<file path="src/rtl/uart_boot_loader.sv">
// UART 8N1 boot loader: receives a framed program image, writes it into imem, releases the CPU.
// Optional checksum byte after the image is enabled by defining BOOT_CHECKSUM_EN.
module uart_boot_loader #(
    parameter int unsigned CLKS_PER_BIT = 16,
    parameter int unsigned ADDR_W       = 10,
    parameter logic [7:0]  SYNC_BYTE    = 8'hA5
) (
    input  logic              clk_i,
    input  logic              rst_ni,
    input  logic              uart_rx_i,
    output logic              imem_we_o,
    output logic [ADDR_W-1:0] imem_addr_o,
    output logic [31:0]       imem_wdata_o,
    output logic              cpu_hold_o,
    output logic              boot_done_o,
    output logic              boot_err_o
);

    localparam int unsigned CntW = $clog2(CLKS_PER_BIT);
    localparam logic [CntW-1:0] BitLast  = CntW'(CLKS_PER_BIT - 1);
    localparam logic [CntW-1:0] HalfLast = CntW'(CLKS_PER_BIT / 2 - 1);

    typedef enum logic [1:0] {RxIdle, RxStart, RxData, RxStop} rx_state_e;

`ifdef BOOT_CHECKSUM_EN
    typedef enum logic [2:0] {
        StSync, StLenLo, StLenHi, StData, StChk, StDone, StErr
    } state_e;
    localparam state_e StAfterData = StChk;
`else
    typedef enum logic [2:0] {
        StSync, StLenLo, StLenHi, StData, StDone, StErr
    } state_e;
    localparam state_e StAfterData = StDone;
`endif

    // ---------------- RX front end ----------------
    logic [1:0]      rx_sync_q;
    logic            rx_prev_q;
    rx_state_e       rx_state_q, rx_state_d;
    logic [CntW-1:0] cnt_q, cnt_d;
    logic [2:0]      bit_q, bit_d;
    logic [7:0]      shift_q, shift_d;
    logic            rx;
    logic            byte_valid;
    logic            frame_err;

    assign rx = rx_sync_q[1];

    always_ff @(posedge clk_i or negedge rst_ni) begin
        if (!rst_ni) begin
            rx_sync_q  <= 2'b11;
            rx_prev_q  <= 1'b1;
            rx_state_q <= RxIdle;
            cnt_q      <= '0;
            bit_q      <= '0;
            shift_q    <= '0;
        end else begin
            rx_sync_q  <= {rx_sync_q[0], uart_rx_i};
            rx_prev_q  <= rx;
            rx_state_q <= rx_state_d;
            cnt_q      <= cnt_d;
            bit_q      <= bit_d;
            shift_q    <= shift_d;
        end
    end

    always_comb begin
        rx_state_d = rx_state_q;
        cnt_d      = cnt_q;
        bit_d      = bit_q;
        shift_d    = shift_q;
        byte_valid = 1'b0;
        frame_err  = 1'b0;
        unique case (rx_state_q)
            RxIdle: begin
                if (rx_prev_q && !rx) begin
                    rx_state_d = RxStart;
                    cnt_d      = '0;
                end
            end
            RxStart: begin
                if (cnt_q == HalfLast) begin
                    cnt_d      = '0;
                    bit_d      = '0;
                    // A start bit that is high again at mid-bit was a glitch.
                    rx_state_d = rx ? RxIdle : RxData;
                end else begin
                    cnt_d = cnt_q + CntW'(1);
                end
            end
            RxData: begin
                if (cnt_q == BitLast) begin
                    cnt_d   = '0;
                    shift_d = {rx, shift_q[7:1]};
                    if (bit_q == 3'd7) begin
                        rx_state_d = RxStop;
                    end else begin
                        bit_d = bit_q + 3'd1;
                    end
                end else begin
                    cnt_d = cnt_q + CntW'(1);
                end
            end
            RxStop: begin
                if (cnt_q == BitLast) begin
                    byte_valid = rx;
                    frame_err  = !rx;
                    rx_state_d = RxIdle;
                end else begin
                    cnt_d = cnt_q + CntW'(1);
                end
            end
            default: rx_state_d = RxIdle;
        endcase
    end

    // ---------------- Frame FSM ----------------
    state_e            state_q, state_d;
    logic [15:0]       len_q, len_d;
    logic [ADDR_W-1:0] addr_q, addr_d;
    logic [1:0]        idx_q, idx_d;
    logic [31:0]       word_q, word_d;
    logic [31:0]       wdata_q, wdata_d;
    logic              we_q, we_d;
    logic [15:0]       len_new;
    logic              last_word;
`ifdef BOOT_CHECKSUM_EN
    logic [7:0]        chk_q, chk_d;
`endif

    assign last_word = (32'(addr_q) == (32'(len_q) - 32'd1));

    always_ff @(posedge clk_i or negedge rst_ni) begin
        if (!rst_ni) begin
            state_q <= StSync;
            len_q   <= '0;
            addr_q  <= '0;
            idx_q   <= '0;
            word_q  <= '0;
            wdata_q <= '0;
            we_q    <= 1'b0;
`ifdef BOOT_CHECKSUM_EN
            chk_q   <= '0;
`endif
        end else begin
            state_q <= state_d;
            len_q   <= len_d;
            addr_q  <= addr_d;
            idx_q   <= idx_d;
            word_q  <= word_d;
            wdata_q <= wdata_d;
            we_q    <= we_d;
`ifdef BOOT_CHECKSUM_EN
            chk_q   <= chk_d;
`endif
        end
    end

    always_comb begin
        state_d = state_q;
        len_d   = len_q;
        addr_d  = addr_q;
        idx_d   = idx_q;
        word_d  = word_q;
        wdata_d = wdata_q;
        we_d    = 1'b0;
        len_new = {shift_q, len_q[7:0]};
`ifdef BOOT_CHECKSUM_EN
        chk_d   = chk_q;
`endif
        if (frame_err) begin
            state_d = StErr;
        end else if (byte_valid) begin
            case (state_q)
                StSync: begin
                    if (shift_q == SYNC_BYTE) state_d = StLenLo;
                end
                StLenLo: begin
                    len_d[7:0] = shift_q;
                    state_d    = StLenHi;
                end
                StLenHi: begin
                    len_d  = len_new;
                    addr_d = '0;
                    idx_d  = '0;
`ifdef BOOT_CHECKSUM_EN
                    chk_d  = '0;
`endif
                    if (32'(len_new) > (32'd1 << ADDR_W)) begin
                        state_d = StErr;
                    end else if (len_new == 16'd0) begin
                        state_d = StAfterData;
                    end else begin
                        state_d = StData;
                    end
                end
                StData: begin
                    word_d[8*idx_q +: 8] = shift_q;
                    idx_d = idx_q + 2'd1;
`ifdef BOOT_CHECKSUM_EN
                    chk_d = chk_q ^ shift_q;
`endif
                    if (idx_q == 2'd3) begin
                        wdata_d = {shift_q, word_q[23:0]};
                        we_d    = 1'b1;
                    end
                end
`ifdef BOOT_CHECKSUM_EN
                StChk: begin
                    state_d = (shift_q == chk_q) ? StDone : StErr;
                end
`endif
                StDone, StErr: begin
                    if (shift_q == SYNC_BYTE) state_d = StLenLo;
                end
                default: state_d = StSync;
            endcase
        end else if (we_q) begin
            // Strobe cycle: advance the address or leave DATA after the final word.
            if (last_word) begin
                state_d = StAfterData;
            end else begin
                addr_d = addr_q + ADDR_W'(1);
            end
        end
    end

    assign imem_we_o    = we_q;
    assign imem_addr_o  = addr_q;
    assign imem_wdata_o = wdata_q;
    assign boot_done_o  = (state_q == StDone);
    assign boot_err_o   = (state_q == StErr);
    assign cpu_hold_o   = (state_q != StDone);

endmodule

</file>
<file path="config.mk">
export PLATFORM = sky130hd
export DESIGN_NAME = uart_boot_loader
export DESIGN_NICKNAME = d
export VERILOG_FILES = /design/src/rtl/uart_boot_loader.sv
export SDC_FILE = /design/constraint.sdc
export NUM_CORES = 1
export LEC_CHECK = 0
export BUFFER_PORTS_ARGS = -buffer_cell sky130_fd_sc_hd__buf_2
export CAP_MARGIN = 0
export CELL_PAD_IN_SITES_DETAIL_PLACEMENT = 1
export CELL_PAD_IN_SITES_GLOBAL_PLACEMENT = 1
export CORE_AREA = 2 2 110 112
export DETAILED_ROUTE_END_ITERATION = 8
export DIE_AREA = 0 0 112 114
export HOLD_SLACK_MARGIN = 0.05
export PLACE_DENSITY = 0.86
export SYNTH_ARGS = -nofsm -noshare
export SYNTH_HDL_FRONTEND = slang
export SYNTH_SLANG_ARGS = --single-unit
</file>
<file path="constraint.sdc">
create_clock -name clk_i -period 2.67 [get_ports clk_i]
set_input_delay 0 -clock clk_i [delete_from_list [all_inputs] [get_ports clk_i]]
set_output_delay 0 -clock clk_i [all_outputs]
set_load 0.1 [all_outputs]
</file>
==> impl_metrics.json, run 1 <==
{
  "synth_area_mm2": 0.005125,
  "grt_use_met2": 0.3572,
  "track_usage": 0.2048,
  "rows": 40,
  "p_per_area_mw_per_mm2": 620.7,
  "yosysTopAreaCellShare": 0.5127,
  "globalplace.congestion": 0.8951,
  "cts.sinks": 108,
  "synth_seq_cells": 108,
  "synth.area.top_cells": "dfrtp_1 51%, mux2_2 12%, nand2_1 5.9%",
  "portBuffers": 48,
  "cts_made_buffers": 9,
  "drv_slew": 0,
  "synth_edf_count": 0,
  "fmax_ghz": 0.3881,
  "yosys_warnings": 0,
  "async_flop_share": 1.000,
  "finClkSkew_ns": 0.01431,
  "path_delay_family": "simple AND/OR/NAND/NOR gates",
  "dpl_cell_area_mm2": 0.005540,
  "post-route-util": 0.5029,
  "globalRouteMet3Util": 0.03613,
  "slew_headroom": 0.5245,
  "total_power_mw": 3.656,
  "cp_slowest_cell": "nor4_1",
  "drv_cap": 0,
  "rsz0062_at_grt": "yes",
  "synthFlopType": "dfrtp_1",
  "final_cells": 669,
  "path_max_fanout": 4,
  "final_area_mm2": 0.005889,
  "post-route-min-period_ns": 2.577,
  "slowest_delay_ns": 0.63,
  "clockBufferDepth": 2,
  "cp-start-kind": "flop",
  "grt_pass1_vias": 4003,
  "seq_area_frac_synth": 0.5281,
  "overflow": 0,
  "drc_errors": 0,
  "clkTransAtPathRegs_ns": 0.08,
  "yosysUniqueCellTypes": 50,
  "vdd_drop_max_v": 0.0006151,
  "crit_chain": "nor4_1 > nand4_1 > xnor2_1 > nor2_1 > and3_1 > a31oi_1 > a21oi_1",
  "ios": 49,
  "detail-route-antenna-nets": 0,
  "status": "complete, no violations",
  "synth_area_leader_cell": "dfrtp_1",
  "grt_pass1_wl_um": 20610,
  "critPathBufInv": 0,
  "grt_start_max_net_pins": 56,
  "finalHoldViolCount": 0,
  "vias": 3753,
  "wl_per_cell_um": 18.68,
  "cp.required_ns": 2.88,
  "arrival_ns": 2.79,
  "dp_hpwl_um": 8366,
  "nets": 531,
  "root_buffer": "clkbuf_16",
  "startpoint": "len_q[7]$_DFFE_PN0P_",
  "power_leakage_nw": 2.955,
  "hold_path_class": "primary input to async pin",
  "busiest_layer": "met2",
  "syn_area_per_cell_um2": 10.90,
  "synth_fp_nets": 484,
  "h-tree-depth": 3,
  "drt_iter0_markers": 177,
  "cts_tree": "yes",
  "start_util": 0.4376,
  "netlist_instances": 470,
  "die_y_um": 114,
  "r2r_start": "len_q[7]$_DFFE_PN0P_",
  "diodes": 0,
  "crit_type": "flop to flop",
  "syn_to_final_growth_pct": 14.92,
  "setup_viol": 0,
  "dr.pass1.iters": 4,
  "finalCritPeriodShare": 0.9651,
  "insertion_delay_ns": 0.36,
  "antenna_found_initial": 0,
  "place_inst": 651,
  "drive_gt1_frac": 0.2759,
  "worst_pin_slew_ns": 0.7132,
  "die-area_mm2": 0.01277,
  "wirelength_um": 12500,
  "core_mm2": 0.01171,
  "end_kind": "flop",
  "grtUsageMet1": 0.2567,
  "via_per_inst": 5.610,
  "die_w_um": 112
}
## logic make-up after synthesis
group	after synthesis	synth area share
AOI/OAI and AO/OA	67	0.07935
xor gates and xnor gates	17	0.02905
adders and majority gates	11	0.02686
buffers and inverters	36	0.03052
DFF	108	0.5281
muxes	68	0.1470
and+or+nand+nor	163	0.1592
## area by class of cell
| type | count | area (um^2) |
|---|---|---|
| clock buffer | 10 | 229.0 |
| clock inverter | 6 | 87.58 |
| fill | 1318 | 5822 |
| inverter | 10 | 37.54 |
| multi-input combinational | 326 | 2280 |
| sequential | 108 | 2706 |
| tap | 147 | 183.9 |
| timing repair buffer | 62 | 365.4 |
## sequential cells by signal (all words and copies together), names as in the netlist, 2 cells and up, named ones only
| name | cells |
|---|---|
| cnt_q | 4 |
| imem_wdata_o | 32 |
| idx_q | 2 |
| rx_sync_q | 2 |
| state_q | 3 |
| bit_q | 3 |
| shift_q | 8 |
| imem_addr_o | 10 |
| word_q | 24 |
| len_q | 16 |
## cell usage in the layout, fill, tap and decap left out, drive strengths merged, types with 10 or more instances in the layout
master and n:
xnor2 11, clkbuf 10, ha 11, inv 11, nor2 16, dfrtp 105
buf 60, nand2 81, nor4 10, o21ai 36, mux2i 10, mux2 58
## synthesized netlist by cell type (all sizes together) (2+ instances only)
cell	instances
dfrtp	105
nand2	81
mux2	58
o21ai	36
clkbuf	18
nor2	16
ha	11
xnor2	11
inv	10
mux2i	10
nor4	10
nand3	9
or3	9
buf	8
a21oi	7
nand4	7
nor3b	7
nor3	6
xor2	6
a21o	5
a22o	5
and3	5
nand2b	4
dfstp	3
a21boi	2
a31oi	2
and4	2
nor2b	2
or4	2
## metrics by stage
stage          setup slack (ns)  hold slack (ns)  setup TNS [ns]
2_1_floorplan           0.08696          -0.2956               0
3_3_place_gp             0.3115          0.08358               0
3_5_place_dp            0.08943           0.1008               0
4_1_cts                 0.09300           0.2670               0
5_1_grt               -0.002472           0.2981       -0.002472
6_report                0.09328           0.2359               0
## where the power goes
part	total, mW	switching [mW]	leakage [nW]	internal (mW)
Combinational	0.379	0.230	1.32	0.149
Sequential	1.83	0.128	1.48	1.71
Clock	1.44	0.617	0.157	0.825
## timing repair
action / CTS / global route
endpoints found under the hold margin: 54 / 0
endpoints found under the setup margin: 0 / 8
resized for setup: 0 / 2
hold buffers: 2 / 0
setup buffers: 0 / 0
## final timing paths
kind                       cells after the start                      to  slack (ns)
min reg2reg                                    0  rx_sync_q[1]$_DFF_PN1_        0.36
min in group clk_i                             2  rx_sync_q[0]$_DFF_PN1_        0.29
max reg2reg                                    7  state_q[2]$_DFFE_PN0P_        0.09
max                                            7  state_q[2]$_DFFE_PN0P_        0.09
max in group asynchronous                      3  word_q[15]$_DFFE_PN0P_        1.54
min                                            2    cnt_q[2]$_DFFE_PN0P_        0.24
## metal layers
metal	wire length, um	vias to the layer above
met5	0	-
met4	225	0
met3	545	22
met2	6362	84
met1	5363	1913
li1	-	1734
(Power assumes the default switching activity.)
==> inputs of run 2 (changes only) <==
--- a/config.mk
+++ b/config.mk
@@ -13,6 +13,7 @@
 export DETAILED_ROUTE_END_ITERATION = 8
 export DIE_AREA = 0 0 112 114
 export HOLD_SLACK_MARGIN = 0.05
+export MAX_ROUTING_LAYER = met4
 export PLACE_DENSITY = 0.86
 export SYNTH_ARGS = -nofsm -noshare
 export SYNTH_HDL_FRONTEND = slang
==> run 2 against run 1 <==
Highest routed layer unchanged. Setup slack better by 0.079 ns. Hold slack better by 0.033 ns. Critical path type unchanged. Die area stayed put. Clock power is 13% lower. Largest cell class unchanged.
==> impl_metrics.json, run 2 (synthesis results as in run 1) <==
{
  "hold_path_class": "primary input to async pin",
  "overflow": 0,
  "track_usage": 0.2158,
  "post-route-min-period_ns": 2.498,
  "drive_gt1_frac": 0.2805,
  "die-area_mm2": 0.01277,
  "insertion_delay_ns": 0.35,
  "slowest_delay_ns": 0.46,
  "finalHoldViolCount": 0,
  "largest_reg_flops": 32,
  "cp-start-kind": "flop",
  "crit_chain": "inv_1 > ha_1 > nor3b_4 > nor2_1 > a211o_1 > a31o_2 > and4_4 > or3_1 > a21boi_0",
  "cp_slowest_cell": "dfrtp_2",
  "final_cells": 671,
  "drv_cap": 0,
  "grt_start_max_net_pins": 59,
  "path_max_fanout": 11,
  "nets": 534,
  "final_cell_mix": "104 x dfrtp_1, 81 x nand2_1, 55 x mux2_2",
  "diodes": 0,
  "h-tree-depth": 3,
  "grt_pass1_wl_um": 21050,
  "rows": 40,
  "ios": 49,
  "final_common_cell": "dfrtp_1",
  "start_util": 0.4376,
  "slew_headroom": 0.5058,
  "fmax_ghz": 0.4004,
  "nFillCells": 1321,
  "grt_pass1_vias": 4010,
  "cp.required_ns": 2.94,
  "wl_per_cell_um": 18.79,
  "multiInputGateArea_mm2": 0.002280,
  "via_per_inst": 5.577,
  "status": "complete, no violations",
  "finalCritPeriodShare": 0.9355,
  "die_w_um": 112,
  "clkTransAtPathRegs_ns": 0.07,
  "total_power_mw": 3.476,
  "drv_slew": 0,
  "clockBufferDepth": 2,
  "drc_errors": 0,
  "seq_area_mm2": 0.002708,
  "detail-route-antenna-nets": 0,
  "cts_tree": "yes",
  "power_leakage_nw": 2.935,
  "cts_made_buffers": 9,
  "place_inst": 653,
  "cts.sinks": 108,
  "drt_iter0_markers": 160,
  "arrival_ns": 2.77,
  "syn_to_final_growth_pct": 14.21,
  "globalplace.congestion": 0.9049,
  "wirelength_um": 12610,
  "vdd_drop_max_v": 0.0006270,
  "dr.pass1.iters": 4,
  "root_buffer": "clkbuf_16",
  "vias": 3742,
  "p_per_area_mw_per_mm2": 593.9,
  "setup_viol": 0,
  "rsz0062_at_grt": "yes",
  "core_mm2": 0.01171,
  "antenna_found_initial": 0,
  "crit_type": "flop to flop",
  "end_kind": "flop",
  "worst_pin_slew_ns": 0.7413,
  "dp_hpwl_um": 8829,
  "die_y_um": 114,
  "finClkSkew_ns": 0.009907,
  "fin_hold_ws_ns": 0.2688,
  "portBuffers": 48
}
-- run 2: changes by cell type in the layout (fill, tap and decap cells not counted) --
| cell | previous run | this run |
|---|---|---|
| dfrtp_2 | 0 | 1 |
| buf_4 | 12 | 16 |
| dfrtp_1 | 105 | 104 |
| clkbuf_8 | 0 | 1 |
| inv_6 | 1 | 0 |
| clkinvlp_4 | 0 | 1 |
| buf_12 | 1 | 0 |
| bufinv_16 | 2 | 0 |
-- run 2: power by group --
part	total (mW)	internal, mW	switching (mW)
sequential	1.83	1.71	0.127
clock	1.25	0.653	0.601
combinational	0.389	0.148	0.240
total	3.48	2.51	0.968
-- run 2: path summary, 6_finish.rpt --
check / to / startpoint / slack (ns) / depth (start not counted)
max: imem_addr_o[7]$_DFFE_PN0P_ / len_q[0]$_DFFE_PN0P_ / 0.17 / 9
min: bit_q[2]$_DFFE_PN0P_ / rst_ni / 0.27 / 2
max reg2reg: imem_addr_o[7]$_DFFE_PN0P_ / len_q[0]$_DFFE_PN0P_ / 0.17 / 9
min reg2reg: rx_sync_q[1]$_DFF_PN1_ / rx_sync_q[0]$_DFF_PN1_ / 0.35 / 0
max in group asynchronous: imem_wdata_o[13]$_DFFE_PN0P_ / rst_ni / 1.53 / 3
min in group clk_i: rx_sync_q[0]$_DFF_PN1_ / uart_rx_i / 0.29 / 2
-- run 2: what timing repair did --
item                                   4_1_cts  5_1_grt
setup endpoints to repair                    0        9
gates resized for setup                      0        3
setup buffers                                0        1
endpoints found under the hold margin       54        0
hold buffers                                 2        0
-- run 2: critical path, delay by kind of cell (launching register included) --
kind / cells / cell delay, ns
flops: 1 / 0.46
simple gates: 4 / 0.92
compound gates: 3 / 0.66
buf+inv: 1 / 0.12
fa+ha+maj: 1 / 0.23
-- run 2: layout make-up --
type,count,area share
flip-flops and latches,108,0.4626
multi-input cells,326,0.3895
well taps,147,0.03142
clock inverters,4,0.004489
inverters,10,0.006413
repair buffers,65,0.06413
clock buffers,11,0.04147
-- run 2: layer usage --
metal  wire, um  vias up  global-route usage
met5          0        -                   -
met4        187        0             0.06992
met3        279       15             0.03135
met2       6603       50              0.3749
met1       5540     1944              0.2619
li1           -     1733                   -
-- run 2: metrics by stage --
stage	TNS, ns	instance area (um^2)	utilization	setup WS, ns
2_1_floorplan	0	5130	-	0.08696
5_1_grt	-0.002023	5853	0.4998	-0.002023
4_1_cts	0	5832	0.4980	0.06164
6_report	0	5853	0.4998	0.1722
3_3_place_gp	0	5543	0.4733	0.3107
3_5_place_dp	0	5543	0.4733	0.07606
